$ cat config.mk
export PLATFORM = sky130hd
export DESIGN_NAME = return_addr_stack
export DESIGN_NICKNAME = d
export VERILOG_FILES = /design/src/rtl/return_addr_stack.sv
export SDC_FILE = /design/constraint.sdc
export NUM_CORES = 1
export LEC_CHECK = 0
export CORE_MARGIN = 2
export CORE_UTILIZATION = 44
export CTS_BUF_LIST = sky130_fd_sc_hd__clkbuf_4 sky130_fd_sc_hd__clkbuf_8
export CTS_CLUSTER_DIAMETER = 80
export DETAILED_ROUTE_END_ITERATION = 6
export PLACE_DENSITY_LB_ADDON = 0.2
export SYNTH_ARGS = -nofsm -noshare
export SYNTH_HDL_FRONTEND = slang
export SYNTH_SLANG_ARGS = --single-unit
$ cat constraint.sdc
create_clock -name clk -period 3.2 [get_ports clk]
set_input_delay 0.32 -clock clk [delete_from_list [all_inputs] [get_ports clk]]
set_output_delay 0.32 -clock clk [all_outputs]
set_load 0.03 [all_outputs]
$ cat src/rtl/return_addr_stack.sv
// Return-address stack: LIFO of PC return addresses with a registered pop
// result, a one-cycle valid strobe, occupancy status and sticky error flags.
module return_addr_stack #(
   parameter int unsigned word_size = 8,
   parameter int unsigned depth     = 8,
   parameter int unsigned ptr_size  = 3
) (
   input  logic                  clk,
   input  logic                  rst,
   input  logic [word_size-1:0]  data_in,
   input  logic                  push,
   input  logic                  pop,
   input  logic                  clr_err,
   output logic [word_size-1:0]  top,
   output logic [word_size-1:0]  ret_addr,
   output logic                  ret_valid,
   output logic [ptr_size:0]     count,
   output logic                  empty,
   output logic                  full,
   output logic                  overflow,
   output logic                  underflow
);

   localparam int unsigned cnt_w = ptr_size + 1;

   logic [word_size-1:0] mem_q [depth];
   logic [word_size-1:0] mem_d [depth];
   logic [cnt_w-1:0]     count_q, count_d;
   logic [word_size-1:0] ret_addr_q, ret_addr_d;
   logic                 ret_valid_q, ret_valid_d;
   logic                 overflow_q, overflow_d;
   logic                 underflow_q, underflow_d;

   logic                 is_empty, is_full;
   logic [ptr_size-1:0]  top_idx;
   logic [ptr_size-1:0]  push_idx;
   logic [word_size-1:0] top_val;

   // Status decode and top-of-stack read from registered storage
   always_comb begin
      is_empty = (count_q == '0);
      is_full  = (count_q == cnt_w'(depth));
      top_idx  = ptr_size'(count_q - cnt_w'(1));
      push_idx = ptr_size'(count_q);
      top_val  = is_empty ? '0 : mem_q[top_idx];
   end

   // Next-state decode of {push,pop}
   always_comb begin
      mem_d       = mem_q;
      count_d     = count_q;
      ret_addr_d  = ret_addr_q;
      ret_valid_d = 1'b0;
      overflow_d  = clr_err ? 1'b0 : overflow_q;
      underflow_d = clr_err ? 1'b0 : underflow_q;

      unique case ({push, pop})
         2'b10: begin
            if (is_full) begin
               overflow_d = 1'b1;
            end else begin
               mem_d[push_idx] = data_in;
               count_d         = count_q + cnt_w'(1);
            end
         end
         2'b01: begin
            if (is_empty) begin
               underflow_d = 1'b1;
            end else begin
               ret_addr_d  = top_val;
               ret_valid_d = 1'b1;
               count_d     = count_q - cnt_w'(1);
            end
         end
         2'b11: begin
            // Replace: return then call in one cycle; on empty it degrades to a push
            if (is_empty) begin
               mem_d[push_idx] = data_in;
               count_d         = cnt_w'(1);
               underflow_d     = 1'b1;
            end else begin
               ret_addr_d      = top_val;
               ret_valid_d     = 1'b1;
               mem_d[top_idx]  = data_in;
            end
         end
         default: begin
         end
      endcase

      if (rst) begin
         mem_d       = mem_q;
         count_d     = '0;
         ret_addr_d  = '0;
         ret_valid_d = 1'b0;
         overflow_d  = 1'b0;
         underflow_d = 1'b0;
      end
   end

   // Control and result registers (reset folded into next-state logic)
   always_ff @(posedge clk) begin
      count_q     <= count_d;
      ret_addr_q  <= ret_addr_d;
      ret_valid_q <= ret_valid_d;
      overflow_q  <= overflow_d;
      underflow_q <= underflow_d;
   end

   // Entry storage, not reset
   always_ff @(posedge clk) begin
      mem_q <= mem_d;
   end

   assign top       = top_val;
   assign ret_addr  = ret_addr_q;
   assign ret_valid = ret_valid_q;
   assign count     = count_q;
   assign empty     = is_empty;
   assign full      = is_full;
   assign overflow  = overflow_q;
   assign underflow = underflow_q;

endmodule

==> results of run 1 <==
[kinds of logic after synthesis]
family          count (synthesis)
flops                          79
fa+ha+maj                       2
simple gates                  142
mux                            32
xor+xnor                        3
buf+inv                        48
compound gates                126
[cell type report]
class,count,share of cell area
repair buffers,50,0.0851
flip-flops and latches,79,0.409
multi-input cells,305,0.433
well taps,136,0.0313
clock buffers,9,0.0228
clock inverters,7,0.0145
inverters,7,0.00506
[cells in the mapped netlist (3+ instances only)]
cell,number
nor2b_1,14
and3_1,9
inv_1,4
nand3b_1,11
a22o_1,48
mux2i_1,20
edfxtp_1,64
o21ai_1,7
nand3_1,10
buf_2,11
mux2_2,6
nor3_1,13
a21oi_2,4
nor3b_1,21
a211oi_1,3
clkbuf_1,16
a21oi_1,17
a32oi_1,9
nand2_1,23
buf_1,12
a221o_1,8
nand4_1,7
dfxtp_1,15
o21ai_0,11
mux4_2,6
nor2_1,19
[what timing repair did]
action                                 in CTS  in global routing
setup endpoints to repair                   0                 41
gates resized for setup                     0                  5
hold buffers                                0                  0
endpoints found under the hold margin       0                  0
[sequential cells by signal, summed over array words and instances (netlist names)]
signal / count
count: 4
mem_q: 64
overflow: 1
ret_addr: 8
ret_valid: 1
underflow: 1
[per-layer routing]
metal | track usage | vias up
met5 | 0 | -
met4 | 0.0705 | 0
met3 | 0.0422 | 21
met2 | 0.368 | 191
met1 | 0.353 | 1882
li1 | - | 1734
[layout by cell type (no fill, tap or decap), types with 10 or more instances in the layout]
master,instances
nor2_1,19
nor2b_1,14
nand3_1,10
o21ai_0,11
nand3b_1,11
nor3b_1,21
a21oi_1,17
a22o_1,48
clkdlybuf4s50_1,30
edfxtp_1,64
mux2i_1,20
nor3_1,13
nand2_1,23
buf_4,17
dfxtp_1,14
[tightest hold or removal path: stages, from the launching register on]
cell and delay (ps):
dfxtp_1 320, nand3_1 60, o21ai_1 50
[metrics by stage]
step | total power, mW | instance area (µm²) | hold slack, ps | cells | util
6_report | 4.13 | 5440 | 463 | 593 | 0.522
5_1_grt | 4.32 | 5440 | 493 | 593 | 0.522
4_1_cts | 4.09 | 5410 | 466 | 593 | 0.520
3_5_place_dp | 3.32 | 5210 | 455 | 577 | 0.500
3_3_place_gp | 3.29 | 5210 | 453 | 577 | 0.500
2_1_floorplan | 2.74 | 4760 | 528 | 432 | -
[how the worst max path moves through the flow]
stage                           end     start  slack, ps  cells after the start
final                        top[4]  count[1]        170                      7
after global routing         top[5]  count[0]         40                      9
after CTS                    top[3]  count[0]        120                      5
after detailed placement  mem_q[29]  count[0]        240                      6
after global placement    mem_q[31]  count[0]        250                      6
after floorplan              top[7]  count[0]        260                     10
[power by group through the flow]
stage	clock [mW]	sequential, mW	combinational (mW)
floorplan	0	1.45	1.29
global placement	0	1.41	1.88
detailed placement	0	1.40	1.91
CTS	0.793	1.38	1.92
global route	0.840	1.40	2.08
finish	0.790	1.39	1.95
==> metrics.txt, run 1 <==
Global Route Usage Sum 0.241; Seq. cell area 0.00222 mm²; status complete, no violations; crit path kind register to primary output; DP HPWL 9340 µm; synthesized netlist net count 447; number of global-route vias before repair 3628; Yosys top cell area share 0.404; post-synthesis simple-gate area fraction 0.173; Post-CTS Setup Bufs 0; Final nets 467; largest family of logic cells by synthesized area compound AO/OA/AOI/OAI gates; first-pass GRT wire length 20900 µm; Data required, critical path 2880 ps; Internal Pwr Total 2.43 mW; top sig layer met4; fmax 330 MHz; router iterations before antenna repair 4; multi-input logic area 0.00235 mm²; library cells used by synthesis 61; layout cell share with drive strength beyond 1 0.151; die boundary height 108 µm; Final ANT Viol Nets 0; antenna violations before repair 0; die area 0.0117 mm²; M1 wire length 6060 µm; Switching Fraction 0.412; final WL 13600 µm; Syn Inst Count 432; Logic pwr share 0.472; CTS clock-pin slew for the worst setup and hold paths 100 ps; num rows 37; DR WL met2 6160 µm; Cell Area, Synth 0.00476 mm²; antenna cells 0; Worst Path Arrival 2710 ps; final setup vio count 0; Post-Synth Adder-Cell Area 0.00526; vias per cell 6.46; crit path max-delay cell type clkdlybuf4s50_1; slack of the critical path 165 ps; Synth area leader edfxtp_1; Num CTS Buffers 9; Min-Delay Path Depth 2; post-synthesis compound-gate area fraction 0.221; Avg WL per Cell 22.9 µm; total global routing overflow 0; drc violations 0; slew of the pin with the lowest slew margin 904 ps; #FFs+latches synth 79; H-tree levels 3; clock power share 0.191; setup repair after global routing missed its margin false; Worst Hold Class register to register; Mapped Avg Cell Area 11.0 µm²; Worst Clk Skew 21.9 ps; Layout area overhead 14.3%; DP Worst Slack 244 ps; Period minus WS final 3030 ps; Primary FF master, synth edfxtp_1; CP peak stage delay 590 ps; FFs w/ async S/R, synth 0; FILL cells 927; critical path, cell by cell inv_1 -> ha_1 -> buf_4 -> mux4_2 -> mux2i_1 -> nor2_1 -> clkdlybuf4s50_1; drt first-iter violations 413; critical path endpoint category primary output; reg2reg path depth 6; Seq/Total Area, Yosys 0.467; flop2flop setup slack 390 ps; setup tns final 0 ps; r2r endpoint mem_q[31]; Final Hold Vio Count 0; Die Span X 108 µm; clk_lat worst skew 370 ps; CTS tree done; proportion of synthesized area in mux cells 0.0846; Psw 1.70 mW; Core Area 0.0104 mm²; CTS Root Cell clkbuf_8; IO Pins 38; Synth area leaders edfxtp_1 (40%), a22o_1 (8.8%), dfxtp_1 (6.3%); starting density of the core 0.457; Hold EP ret_addr[0]; worst hold start ret_addr[0]; Post-Synth XOR/XNOR Area 0.00710; CP top delay family buffers and inverters; maximum VDD drop 0.392 mV; Pins Over Slew Limit 0; port bufs 37; vias post-DR 3828; CP bufs+invs 3; sequential share of power 0.336; YS warnings 0; maximum root-to-sink buffer count 2; CP Launch Type register; met3 routed WL 1060 µm; Final Wtd Congestion 0.876; reg-to-reg startpoint count[0]; Num Clock Sinks 79; LEAKAGE 1.91 nW; Max-Cap Viols 0; CP Max Fanout 18; post-route clock period utilization 0.948; largest net degree at the start of global routing 68; Post-synth EDFFs 64; pwr dens 759 mW/mm²; relative slew slack 0.398
Note: power is estimated with default switching activity, not from simulation.
==> run 2, diff against run 1 <==
Settings changed: CAP_MARGIN set to 20, CORE_MARGIN 2 to unset.
==> run 2 against run 1 <==
  * Sequential share of layout area decreased by 0.36 points
  * Non-clock buffer count increased by 2
  * Combinational power about the same
  * Register-to-register slack improved by 60 ps
  * Fmax decreased by 1.7%
  * Global-route usage increased by 2.2 points
  * Critical path depth decreased by 1
  * Sequential power about the same
  * Core utilization increased by 0.47 points
  * Clock skew decreased by 11 ps
  * Die area decreased by 3.7%
  * Critical endpoint is now top[3]
  * Largest power group unchanged
==> metrics.txt, run 2 (synthesized netlist as in run 1, its figures left out) <==
post-route clock period utilization 0.965 (was 0.948); Worst Clk Skew 10.9 ps (was 21.9 ps); Post-CTS Setup Bufs 0 (unchanged); starting density of the core 0.457 (unchanged); router iterations before antenna repair 5 (was 4); LEAKAGE 1.93 nW (was 1.91 nW); maximum root-to-sink buffer count 2 (unchanged); final WL 14000 µm (was 13600 µm); Cells after DPL 579 (was 577); Worst Path Arrival 2770 ps (was 2710 ps); DP Worst Slack 361 ps (was 244 ps); total global routing overflow 0 (unchanged); antenna cells 0 (unchanged); final setup vio count 0 (unchanged); H-tree levels 3 (unchanged); multi-input logic area 0.00235 mm² (about the same); Num Clock Sinks 79 (unchanged); vias per cell 6.60 (was 6.46); setup repair after global routing missed its margin false (unchanged); Period minus WS final 3090 ps (was 3030 ps); drt first-iter violations 429 (was 413); drc violations 0 (unchanged); IO Pins 38 (unchanged); relative slew slack 0.416 (was 0.398); num rows 37 (unchanged); Num CTS Buffers 9 (unchanged); largest net degree at the start of global routing 68 (unchanged); CTS clock-pin slew for the worst setup and hold paths 80 ps (was 100 ps); CTS tree done (unchanged); most frequent cells in the layout edfxtp_1 (64), a22o_1 (48), clkdlybuf4s50_1 (31) (was edfxtp_1 (64), a22o_1 (48), clkdlybuf4s50_1 (30)); crit path kind register to primary output (unchanged); most common cell after layout, fill and taps aside edfxtp_1 (unchanged); Core Area 0.0104 mm² (unchanged); Layout area overhead 15.3% (was 14.3%); Max-Cap Viols 0 (unchanged); pwr dens 779 mW/mm² (was 759 mW/mm²); most flop-heavy register mem_q (unchanged); fmax 324 MHz (was 330 MHz); Die Span X 106 µm (was 108 µm); CP Launch Type register (unchanged); FILL cells 950 (was 927); max reg flops 64 (unchanged); CTS Root Cell clkbuf_8 (unchanged); Pins Over Slew Limit 0 (unchanged); Seq. cell area 0.00222 mm² (unchanged); Finished Layout Cells 595 (was 593); Data required, critical path 2880 ps (about the same); slack of the critical path 112 ps (was 165 ps); Worst Hold Class register to register (unchanged); setup tns final 0 ps (unchanged); slew of the pin with the lowest slew margin 876 ps (was 904 ps); antenna violations before repair 0 (unchanged); layout cell share with drive strength beyond 1 0.155 (was 0.151); Final Hold Vio Count 0 (unchanged); critical path endpoint category primary output (unchanged); number of global-route vias before repair 3676 (was 3628); vias post-DR 3925 (was 3828); first-pass GRT wire length 21800 µm (was 20900 µm); die boundary height 106 µm (was 108 µm); Final Wtd Congestion 0.959 (was 0.876); hold slack 471 ps (was 463 ps); Final ANT Viol Nets 0 (unchanged); status complete, no violations (unchanged); maximum VDD drop 0.471 mV (was 0.392 mV); Global Route Usage Sum 0.263 (was 0.241); die area 0.0112 mm² (was 0.0117 mm²); clk_lat worst skew 370 ps (about the same); Final nets 469 (was 467); port bufs 37 (unchanged); CP Max Fanout 5 (was 18); Avg WL per Cell 23.4 µm (was 22.9 µm); DP HPWL 9770 µm (was 9340 µm)
run 2: metrics by stage:
stage	power [mW]	instance area, µm²	utilization
floorplan	2.74	4760	-
global placement	3.31	5220	0.502
detailed placement	3.32	5220	0.502
CTS	4.24	5480	0.526
global route	4.46	5490	0.527
finish	4.27	5490	0.527
run 2: worst paths after layout:
check / cells past startpoint / startpoint / end / slack [ps]
max: 6 / count[0] / top[3] / 110
min: 2 / ret_addr[7] / ret_addr[7] / 470
max reg2reg: 6 / count[0] / mem_q[1] / 450
min reg2reg: 2 / ret_addr[7] / ret_addr[7] / 470
run 2: cell type report:
| type | count | area share |
|---|---|---|
| multi-input cells | 305 | 0.429 |
| flip-flops and latches | 79 | 0.405 |
| repair buffers | 52 | 0.0866 |
| well taps | 136 | 0.0310 |
| clock buffers | 12 | 0.0267 |
| clock inverters | 4 | 0.0171 |
| inverters | 7 | 0.00501 |
run 2: worst max-delay path, cell delays in order (launching register included):
cell	delay [ps]
dfxtp_2	350
inv_1	110
ha_2	460
mux4_2	540
mux2i_1	280
nor2_1	70
clkdlybuf4s50_1	590
run 2: power by group:
group | switching, mW | internal (mW)
clock | 0.369 | 0.543
sequential | 0.0830 | 1.31
combinational | 1.21 | 0.766
run 2: what timing repair did:
item / CTS / global route
resized for setup: 1 / 4
hold buffers: 0 / 0
setup endpoints to repair: 5 / 7
gates cloned: 0 / 0
run 2: layer usage:
| layer | GRT usage | share of wire | vias to the layer above |
|---|---|---|---|
| met5 | 0 | 0 | - |
| met4 | 0.118 | 0.026 | 0 |
| met3 | 0.0521 | 0.098 | 33 |
| met2 | 0.387 | 0.44 | 254 |
| met1 | 0.373 | 0.44 | 1896 |
| li1 | - | - | 1742 |
